==> config.mk <==
export PLATFORM = sky130hd
export DESIGN_NAME = flash_rd_sched
export DESIGN_NICKNAME = d
export VERILOG_FILES = /design/src/rtl/flash_rd_sched.sv
export SDC_FILE = /design/constraint.sdc
export NUM_CORES = 1
export LEC_CHECK = 0
export CAP_MARGIN = 15
export CORE_MARGIN = 4
export CORE_UTILIZATION = 50
export CTS_BUF_LIST = sky130_fd_sc_hd__clkbuf_4
export DETAILED_ROUTE_END_ITERATION = 16
export MAX_ROUTING_LAYER = met4
export PLACE_DENSITY = 0.95
export SETUP_SLACK_MARGIN = 0.02
export SYNTH_ARGS = -nofsm -noshare
export SYNTH_HDL_FRONTEND = slang
export SYNTH_SLANG_ARGS = --single-unit
==> constraint.sdc <==
create_clock -name clk -period 3.27 [get_ports clk]
set_input_delay 0.4905 -clock clk [delete_from_list [all_inputs] [get_ports clk]]
set_output_delay 0.4905 -clock clk [all_outputs]
set_load 0.01 [all_outputs]
==> src/rtl/flash_rd_sched.sv <==
// Flash read scheduler: six audio reads per sample tick for three wavetable
// voices, with single-word host reads served in the idle gaps.
module flash_rd_sched #(
    parameter int asz    = 24,
    parameter int dsz    = 16,
    parameter int RD_LAT = 4,
    parameter int HOLD   = 6
) (
    input  logic           clk,
    input  logic           reset_n,
    input  logic           ena,
    output logic [1:0]     cyc_num,
    input  logic [asz-1:0] wg_addr,
    output logic           data_stb,
    output logic [dsz-1:0] wg_data,
    input  logic           host_req,
    input  logic [asz-1:0] host_addr,
    output logic           host_ack,
    output logic [dsz-1:0] host_rdata,
    output logic [asz-1:0] fl_addr,
    output logic           fl_ce_n,
    output logic           fl_oe_n,
    input  logic [dsz-1:0] fl_data,
    output logic           overrun
);

    typedef enum logic [2:0] {
        IDLE    = 3'd0,
        HOST_RD = 3'd1,
        WV_RD0  = 3'd2,
        WV_RD1  = 3'd3,
        WV_HOLD = 3'd4
    } state_t;

    localparam logic [7:0] LAT_C  = 8'(RD_LAT);
    localparam logic [7:0] TURN_C = 8'(RD_LAT + 1);
    localparam logic [7:0] HOLD_C = 8'(HOLD - 1);

    state_t         state, state_d;
    logic [7:0]     cnt, cnt_d;
    logic [1:0]     slot, slot_d;
    logic           pend, pend_d;

    logic [asz-1:0] fl_addr_d;
    logic           fl_ce_n_d;
    logic           data_stb_d;
    logic [dsz-1:0] wg_data_d;
    logic           host_ack_d;
    logic [dsz-1:0] host_rdata_d;
    logic           overrun_d;

    logic           in_rd;
    logic           in_wv;
    logic           abort;
    logic           rd_go;
    logic           rd_cap;
    logic [10:0]    idx_nx;
    logic [asz-1:0] nx;

    assign in_rd  = (state == HOST_RD) || (state == WV_RD0) || (state == WV_RD1);
    assign in_wv  = (state == WV_RD0) || (state == WV_RD1) || (state == WV_HOLD);
    assign abort  = in_wv && ena;
    assign rd_go  = in_rd && (cnt == 8'd0);
    assign rd_cap = in_rd && (cnt == LAT_C);

    // Next sample stays inside the same wave: only the 11-bit index advances.
    assign idx_nx = {wg_addr[12:10], wg_addr[8:1]} + 11'd1;
    assign nx     = {wg_addr[asz-1:13], idx_nx[10:8], 1'b0, idx_nx[7:0], 1'b0};

    assign cyc_num = in_wv ? slot : 2'b11;
    assign fl_oe_n = fl_ce_n;

    always_ff @(posedge clk) begin
        if (!reset_n) begin
            state      <= IDLE;
            cnt        <= '0;
            slot       <= '0;
            pend       <= 1'b0;
            fl_addr    <= '0;
            fl_ce_n    <= 1'b1;
            data_stb   <= 1'b0;
            wg_data    <= '0;
            host_ack   <= 1'b0;
            host_rdata <= '0;
            overrun    <= 1'b0;
        end else begin
            state      <= state_d;
            cnt        <= cnt_d;
            slot       <= slot_d;
            pend       <= pend_d;
            fl_addr    <= fl_addr_d;
            fl_ce_n    <= fl_ce_n_d;
            data_stb   <= data_stb_d;
            wg_data    <= wg_data_d;
            host_ack   <= host_ack_d;
            host_rdata <= host_rdata_d;
            overrun    <= overrun_d;
        end
    end

    always_comb begin
        state_d = state;
        cnt_d   = cnt;
        slot_d  = slot;
        pend_d  = pend;
        unique case (state)
            IDLE: begin
                if (ena || pend) begin
                    state_d = WV_RD0;
                    slot_d  = 2'd0;
                    cnt_d   = '0;
                    pend_d  = 1'b0;
                end else if (host_req) begin
                    state_d = HOST_RD;
                    cnt_d   = '0;
                end
            end
            HOST_RD: begin
                // Host reads are atomic; a tick arriving now is replayed from IDLE.
                if (ena) pend_d = 1'b1;
                if (cnt == TURN_C) begin
                    state_d = IDLE;
                    cnt_d   = '0;
                end else begin
                    cnt_d = cnt + 8'd1;
                end
            end
            WV_RD0: begin
                if (rd_cap) begin
                    state_d = WV_RD1;
                    cnt_d   = '0;
                end else begin
                    cnt_d = cnt + 8'd1;
                end
            end
            WV_RD1: begin
                if (rd_cap) begin
                    state_d = WV_HOLD;
                    cnt_d   = '0;
                end else begin
                    cnt_d = cnt + 8'd1;
                end
            end
            WV_HOLD: begin
                if (cnt == HOLD_C) begin
                    cnt_d = '0;
                    if (slot == 2'd2) begin
                        state_d = IDLE;
                    end else begin
                        state_d = WV_RD0;
                        slot_d  = slot + 2'd1;
                    end
                end else begin
                    cnt_d = cnt + 8'd1;
                end
            end
            default: begin
                state_d = IDLE;
                cnt_d   = '0;
            end
        endcase
        if (abort) begin
            state_d = WV_RD0;
            slot_d  = 2'd0;
            cnt_d   = '0;
        end
    end

    always_comb begin
        fl_addr_d    = fl_addr;
        fl_ce_n_d    = 1'b1;
        data_stb_d   = 1'b0;
        wg_data_d    = wg_data;
        host_ack_d   = 1'b0;
        host_rdata_d = host_rdata;
        overrun_d    = 1'b0;
        if (rd_go) begin
            unique case (1'b1)
                state == HOST_RD: fl_addr_d = host_addr;
                state == WV_RD1:  fl_addr_d = nx;
                default:          fl_addr_d = wg_addr;
            endcase
        end
        if (in_rd && (cnt < LAT_C)) fl_ce_n_d = 1'b0;
        if (rd_cap) begin
            if (state == HOST_RD) begin
                host_rdata_d = fl_data;
                host_ack_d   = 1'b1;
            end else begin
                wg_data_d  = fl_data;
                data_stb_d = 1'b1;
            end
        end
        if (abort) begin
            fl_addr_d  = fl_addr;
            fl_ce_n_d  = 1'b1;
            data_stb_d = 1'b0;
            wg_data_d  = wg_data;
            overrun_d  = 1'b1;
        end
    end

endmodule

* Yosys cells after proc, flatten, opt, wreduce, memory -nomap -nowiden
Cells that the tools add are included.
** Operators by class
- Eq/ne operators :: 20
- Muxes and demuxes :: 27
- Magnitude comparators :: 1
- Bitwise operators :: 4
- Add/sub/neg operators :: 3
- Reduce and logical (&&, ||, !) cells :: 25
** Operators with widths (count)
- $pmux W24 S2 :: 1
- $mux W8 :: 4
- $pmux W8 S3 :: 1
- $mux W3 :: 6
- $eq A8 B3 Y1 const B :: 2
- $pmux W3 S5 :: 1
- $mux W2 :: 6
- $add A11 B1 Y11 const B :: 1
- $ne A2 B2 Y1 const B :: 5
- $reduce_and A5 Y1 :: 2
- $ne A3 B3 Y1 const B :: 3
- $add A8 B1 Y8 const B :: 1
- $logic_not A8 Y1 :: 1
- $lt A8 B3 Y1 const B :: 1
- $eq A3 B2 Y1 const B :: 2
- $mux W1 :: 6
- $ne A3 B2 Y1 const B :: 2
- $reduce_and A2 Y1 :: 3
- $reduce_and A3 Y1 :: 2
- $reduce_or A2 Y1 :: 3
- $logic_or A1 B1 Y1 :: 5
- $logic_and A1 B1 Y1 :: 4
- $ne A2 B1 Y1 const B :: 2
- $ne A4 B4 Y1 const B :: 1
- 11 further kinds :: 15
** Word-level totals
- Word-level logic and storage cells :: 92
- Bits in registers :: 74
- Bits of input ports :: 68
- Output and inout bits :: 63

* Longest topological paths before layout
- Depth after elaboration :: 7
- Mapped depth :: 9
- Depth with buffers taken out :: 7

* Worst setup path before layout
No wires, ideal clock.
- Kind :: register to register
- Start :: register cnt[0]
- End :: register host_rdata[15]
- Path slack :: 1.409 ns
- Cell stages (with the launch flop) :: 10
- Data required time :: 3.199 ns
- Setup time :: 0.071 ns
- Path buffers :: 2
- Period minus slack after synthesis :: 1.861 ns
- Arrival :: 1.790 ns
- Cell sequence :: dfxtp_1 > inv_1 > ha_1 > nand4bb_1 > or2_1 > nand2b_1 > clkbuf_1 > clkbuf_1 > nand2_1 > a21oi_1
** On the way
- Longest elaborated chain between the ends :: 3
** RTL lines
- from (decl) :: line 40 : logic [7:0] cnt, cnt_d;
- from (signal assigned) :: line 88 : cnt <= cnt_d;
- $eq A8 B3 Y1 :: line 64 : assign rd_cap = in_rd && (cnt == LAT_C);
- $logic_and A1 B1 Y1 :: line 64
- $reduce_and A2 Y1 (no source line)
- to (signal assigned) :: line 96 : host_rdata <= host_rdata_d;
- to (decl) :: line 19 : output logic [dsz-1:0] host_rdata,
No other way between the ends.
A chain may end at the register's enable or synchronous reset.

* Worst setup path after layout
- Start :: register state[1]
- End :: output cyc_num[0]
** On the way
- Longest elaborated chain between the ends :: 4
- Elaborated cells on any way between the ends :: 6
- Those cells by class :: eq/ne (3); mux (1); reduce/logical (2)
** RTL lines
- from (decl) :: line 39 : state_t state, state_d;
- from (signal assigned) :: line 87 : state <= state_d;
- $eq A3 B2 Y1 :: line 61 : assign in_wv = (state == WV_RD0) || (state == WV_RD1) || (state == WV_HOLD);
- $logic_or A1 B1 Y1 :: line 61
- $logic_or A1 B1 Y1 * :: line 61
- $mux W2 * :: line 70 : assign cyc_num = in_wv ? slot : 2'b11;
- to (decl) :: line 12 : output logic [1:0] cyc_num,
Mark *: on every way between the ends. The rest lies on a longest branch, timed or not.

==> insert_results.sql <==
INSERT INTO impl_metrics (metric_group, metric, value, unit) VALUES
('worst_hold_path', 'worstHoldStart', 'fl_addr[8]$_SDFFE_PN0P_', ''),
('pwr', 'power_leakage', '1.68', 'nW'),
('pwr', 'switching_share', '37.8', '%'),
('clock_tree', 'cts.sinks', '74', ''),
('die', 'die_area', '0.00851', 'sq mm'),
('worst_hold_path', 'worst_hold_path.num_cells', '2', ''),
('critical_path', 'crit_fanout', '26', ''),
('final_layout', 'area_growth', '40.4', '%'),
('pwr', 'power.share.combinational', '44.2', '%'),
('critical_path', 'timing.critical_path.to_type', 'primary output', ''),
('critical_path', 'critical_path.startpoint', 'state[1]$_SDFFE_PN0P_', ''),
('logic_synthesis', 'ys_warn_count', '0', ''),
('run', 'max-cap-violations', '0', ''),
('logic_synthesis', 'seq_cells_post_synth', '74', ''),
('sta', 'grt_setup_unrepaired', 'false', ''),
('sta', 'number_of_endpoints_failing_setup_at_the_final_stage', '0', ''),
('logic_synthesis', 'synth-seq-area-share', '41.7', '%'),
('grt', 'grtUsageTotal', '24.1', '%'),
('logic_synthesis', 'post_synth_num_cell_types', '58', ''),
('die', 'overall_die_width', '92.3', 'um'),
('routing', 'vias_cell', '5.50', ''),
('routing', 'num_vias', '3551', ''),
('clock_tree', 'cts-hold-fix-buffers', '0', ''),
('pwr', 'power.internal', '2.00', 'mW'),
('logic_synthesis', 'synthTopCellsByCount', 'sky130_fd_sc_hd__nand2_1, sky130_fd_sc_hd__dfxtp_1, sky130_fd_sc_hd__a21oi_1', ''),
('placed_design', 'place_inst', '630', ''),
('sta', 'finalHoldViolCount', '0', ''),
('grt', 'maximum_number_of_pins_on_one_net_before_global_route_repair', '44', ''),
('critical_path', 'crit_path_start_kind', 'flop', ''),
('critical_path', 'critical-path-max-stage-delay', '0.87', 'ns'),
('final_layout', 'n_fill_cell', '524', ''),
('final_layout', 'final_layout_size_suffix_gt1_share', '8.36', '%'),
('pwr', 'switchingPower', '1.22', 'mW'),
('grt', 'globalRouteOverflowTotal', '0', ''),
('die', 'rows', '30', ''),
('clock_tree', 'cts_resized', '0', ''),
('placed_design', 'routability_cong', '0.894', ''),
('clock_tree', 'worst_setup_hold_path_clk_slew', '0.13', 'ns'),
('placed_design', 'detailedPlacementHpwl', '7460', 'um'),
('critical_path', 'timing.setup.critical_path_class', 'flop to primary output', ''),
('grt', 'first_global_vias', '3451', ''),
('routing', 'tritonroute_pass_1_iters', '5', ''),
('routing', 'route.detailed.drc', '0', ''),
('logic_synthesis', 'synthTopCellsByArea', 'sky130_fd_sc_hd__dfxtp_1, sky130_fd_sc_hd__nand2_1, sky130_fd_sc_hd__a21oi_1, sky130_fd_sc_hd__a211oi_2, sky130_fd_sc_hd__mux2i_1', ''),
('final_layout', 'finalNetCount', '618', ''),
('clock_tree', 'tritoncts.num_buffers', '9', ''),
('die', 'effective_utilization_at_floorplan', '52.0', '%'),
('die', 'pin_count', '131', ''),
('sta', 'slew_headroom', '40.6', '%'),
('sta', 'report.final.slew_viol_count', '0', ''),
('logic_synthesis', 'mappedNetlistArea', '0.00355', 'sq mm'),
('critical_path', 'worstReg2RegStart', 'state[1]$_SDFFE_PN0P_', ''),
('clock_tree', 'ctsLongestPathBuffers', '2', ''),
('logic_synthesis', 'post-synth-top-area-fraction', '41.7', '%'),
('routing', 'drt_first_iter_violations', '186', ''),
('critical_path', 'path_delay_family', 'flip-flops', ''),
('critical_path', 'rr_worst_depth', '6', ''),
('clock_tree', 'post-cts-setup-buffer-count', '0', ''),
('critical_path', 'number_of_logic_stages_on_the_critical_path_including_buffering', '4', ''),
('die', 'core_area', '0.00683', 'sq mm'),
('sta', 'layout_worst_path_cycle_share', '91.1', '%'),
('final_layout', 'n_antenna_cell', '0', ''),
('pwr', 'max-vdd-ir-drop', '497', 'uV'),
('run_status', 'status', 'completed', ''),
('logic_synthesis', 'yosys.cell_count.top_type', 'sky130_fd_sc_hd__nand2_1', ''),
('sta', 'finalClockSkew', '0.0130', 'ns'),
('clock_tree', 'cts-root-buf', 'sky130_fd_sc_hd__clkbuf_4', ''),
('grt', 'first_pass_grt_wire_length', '16000', 'um'),
('routing', 'wl_per_cell', '15.5', 'um'),
('critical_path', 'worstPathBufferInverterCount', '1', ''),
('grt', 'grt_antenna_before_repair', '0', '');
==> area by class of cell <==
| type | instances | area (sq um) | area share (%) |
|---|---|---|---|
| clock buffers | 10 | 75.1 | 1.51 |
| inverters | 5 | 18.8 | 0.377 |
| flip-flops and latches | 74 | 1480 | 29.7 |
| well taps | 96 | 120 | 2.41 |
| multi-input cells | 320 | 1890 | 37.8 |
| repair buffers | 135 | 1340 | 26.9 |
| clock inverters | 6 | 65.1 | 1.31 |
==> power groups by stage <==
stage	logic, mW	registers (mW)	clock network [mW]
after global placement	1.38	1.23	0
final	1.42	1.22	0.581
after CTS	1.43	1.21	0.587
after global routing	1.55	1.24	0.619
after floorplan	0.879	1.24	0
after detailed placement	1.42	1.23	0
==> metrics by stage <==
step | worst slack [ns] | util [%] | hold slack [ns] | power (mW)
floorplan | 1.41 | - | 0.436 | 2.12
global placement | 0.822 | 70.9 | 0.440 | 2.60
detailed placement | 0.786 | 70.9 | 0.445 | 2.65
CTS | 0.315 | 73.0 | 0.459 | 3.23
global route | 0.138 | 73.0 | 0.494 | 3.41
finish | 0.292 | 73.0 | 0.460 | 3.22
==> routing by layer <==
layer,track usage [%],share of wire [%],vias to the layer above
li1,-,-,1727
met1,28.4,41,1644
met2,40.2,49,160
met3,5.58,7.8,20
met4,8.66,2.6,0
met5,-,0,-
==> kinds of logic (layout without fill, tap and decap cells) <==
logic type	count (synthesis)	after routing	share of synthesized area, %
AND/OR/NAND/NOR	189	189	25.1
AO/OA/AOI/OAI	102	102	19.8
flip-flops	74	74	41.7
buffers and inverters	35	156	5.15
multiplexers	16	16	4.51
XOR/XNOR	8	8	1.97
adder cells (fa/ha/maj)	5	5	1.76
==> sequential cells by signal (all words and copies together) (netlist names), 2 cells and up <==
signal,count
fl_addr,24
host_rdata,16
cnt,8
state,3
wg_data,16
slot,2
==> tightest hold or removal path, cell delays in order (launching register included) <==
cell and delay [ns]:
sky130_fd_sc_hd__dfxtp_1 0.33, sky130_fd_sc_hd__nand2_1 0.05, sky130_fd_sc_hd__a21oi_1 0.05
==> worst paths after layout <==
| kind | slack [ns] | end |
|---|---|---|
| worst max-delay path | 0.29 | cyc_num[0] |
| worst min-delay path | 0.46 | fl_addr[8]$_SDFFE_PN0P_ |
| worst max register to register | 0.89 | fl_addr[0]$_SDFFE_PN0P_ |
| worst min register to register | 0.46 | fl_addr[8]$_SDFFE_PN0P_ |
==> placed cells by master, fill, tap and decap left out, types with 6 or more instances in the layout <==
master                            count
sky130_fd_sc_hd__clkdlybuf4s50_1    130
sky130_fd_sc_hd__nand2_1             92
sky130_fd_sc_hd__dfxtp_1             74
sky130_fd_sc_hd__a21oi_1             51
sky130_fd_sc_hd__nor2_1              37
sky130_fd_sc_hd__mux2i_1             16
sky130_fd_sc_hd__a211oi_2            13
sky130_fd_sc_hd__clkbuf_4            10
sky130_fd_sc_hd__nand3_1              9
sky130_fd_sc_hd__o21ai_0              8
sky130_fd_sc_hd__or3_1                6
(Power assumes the default switching activity.)
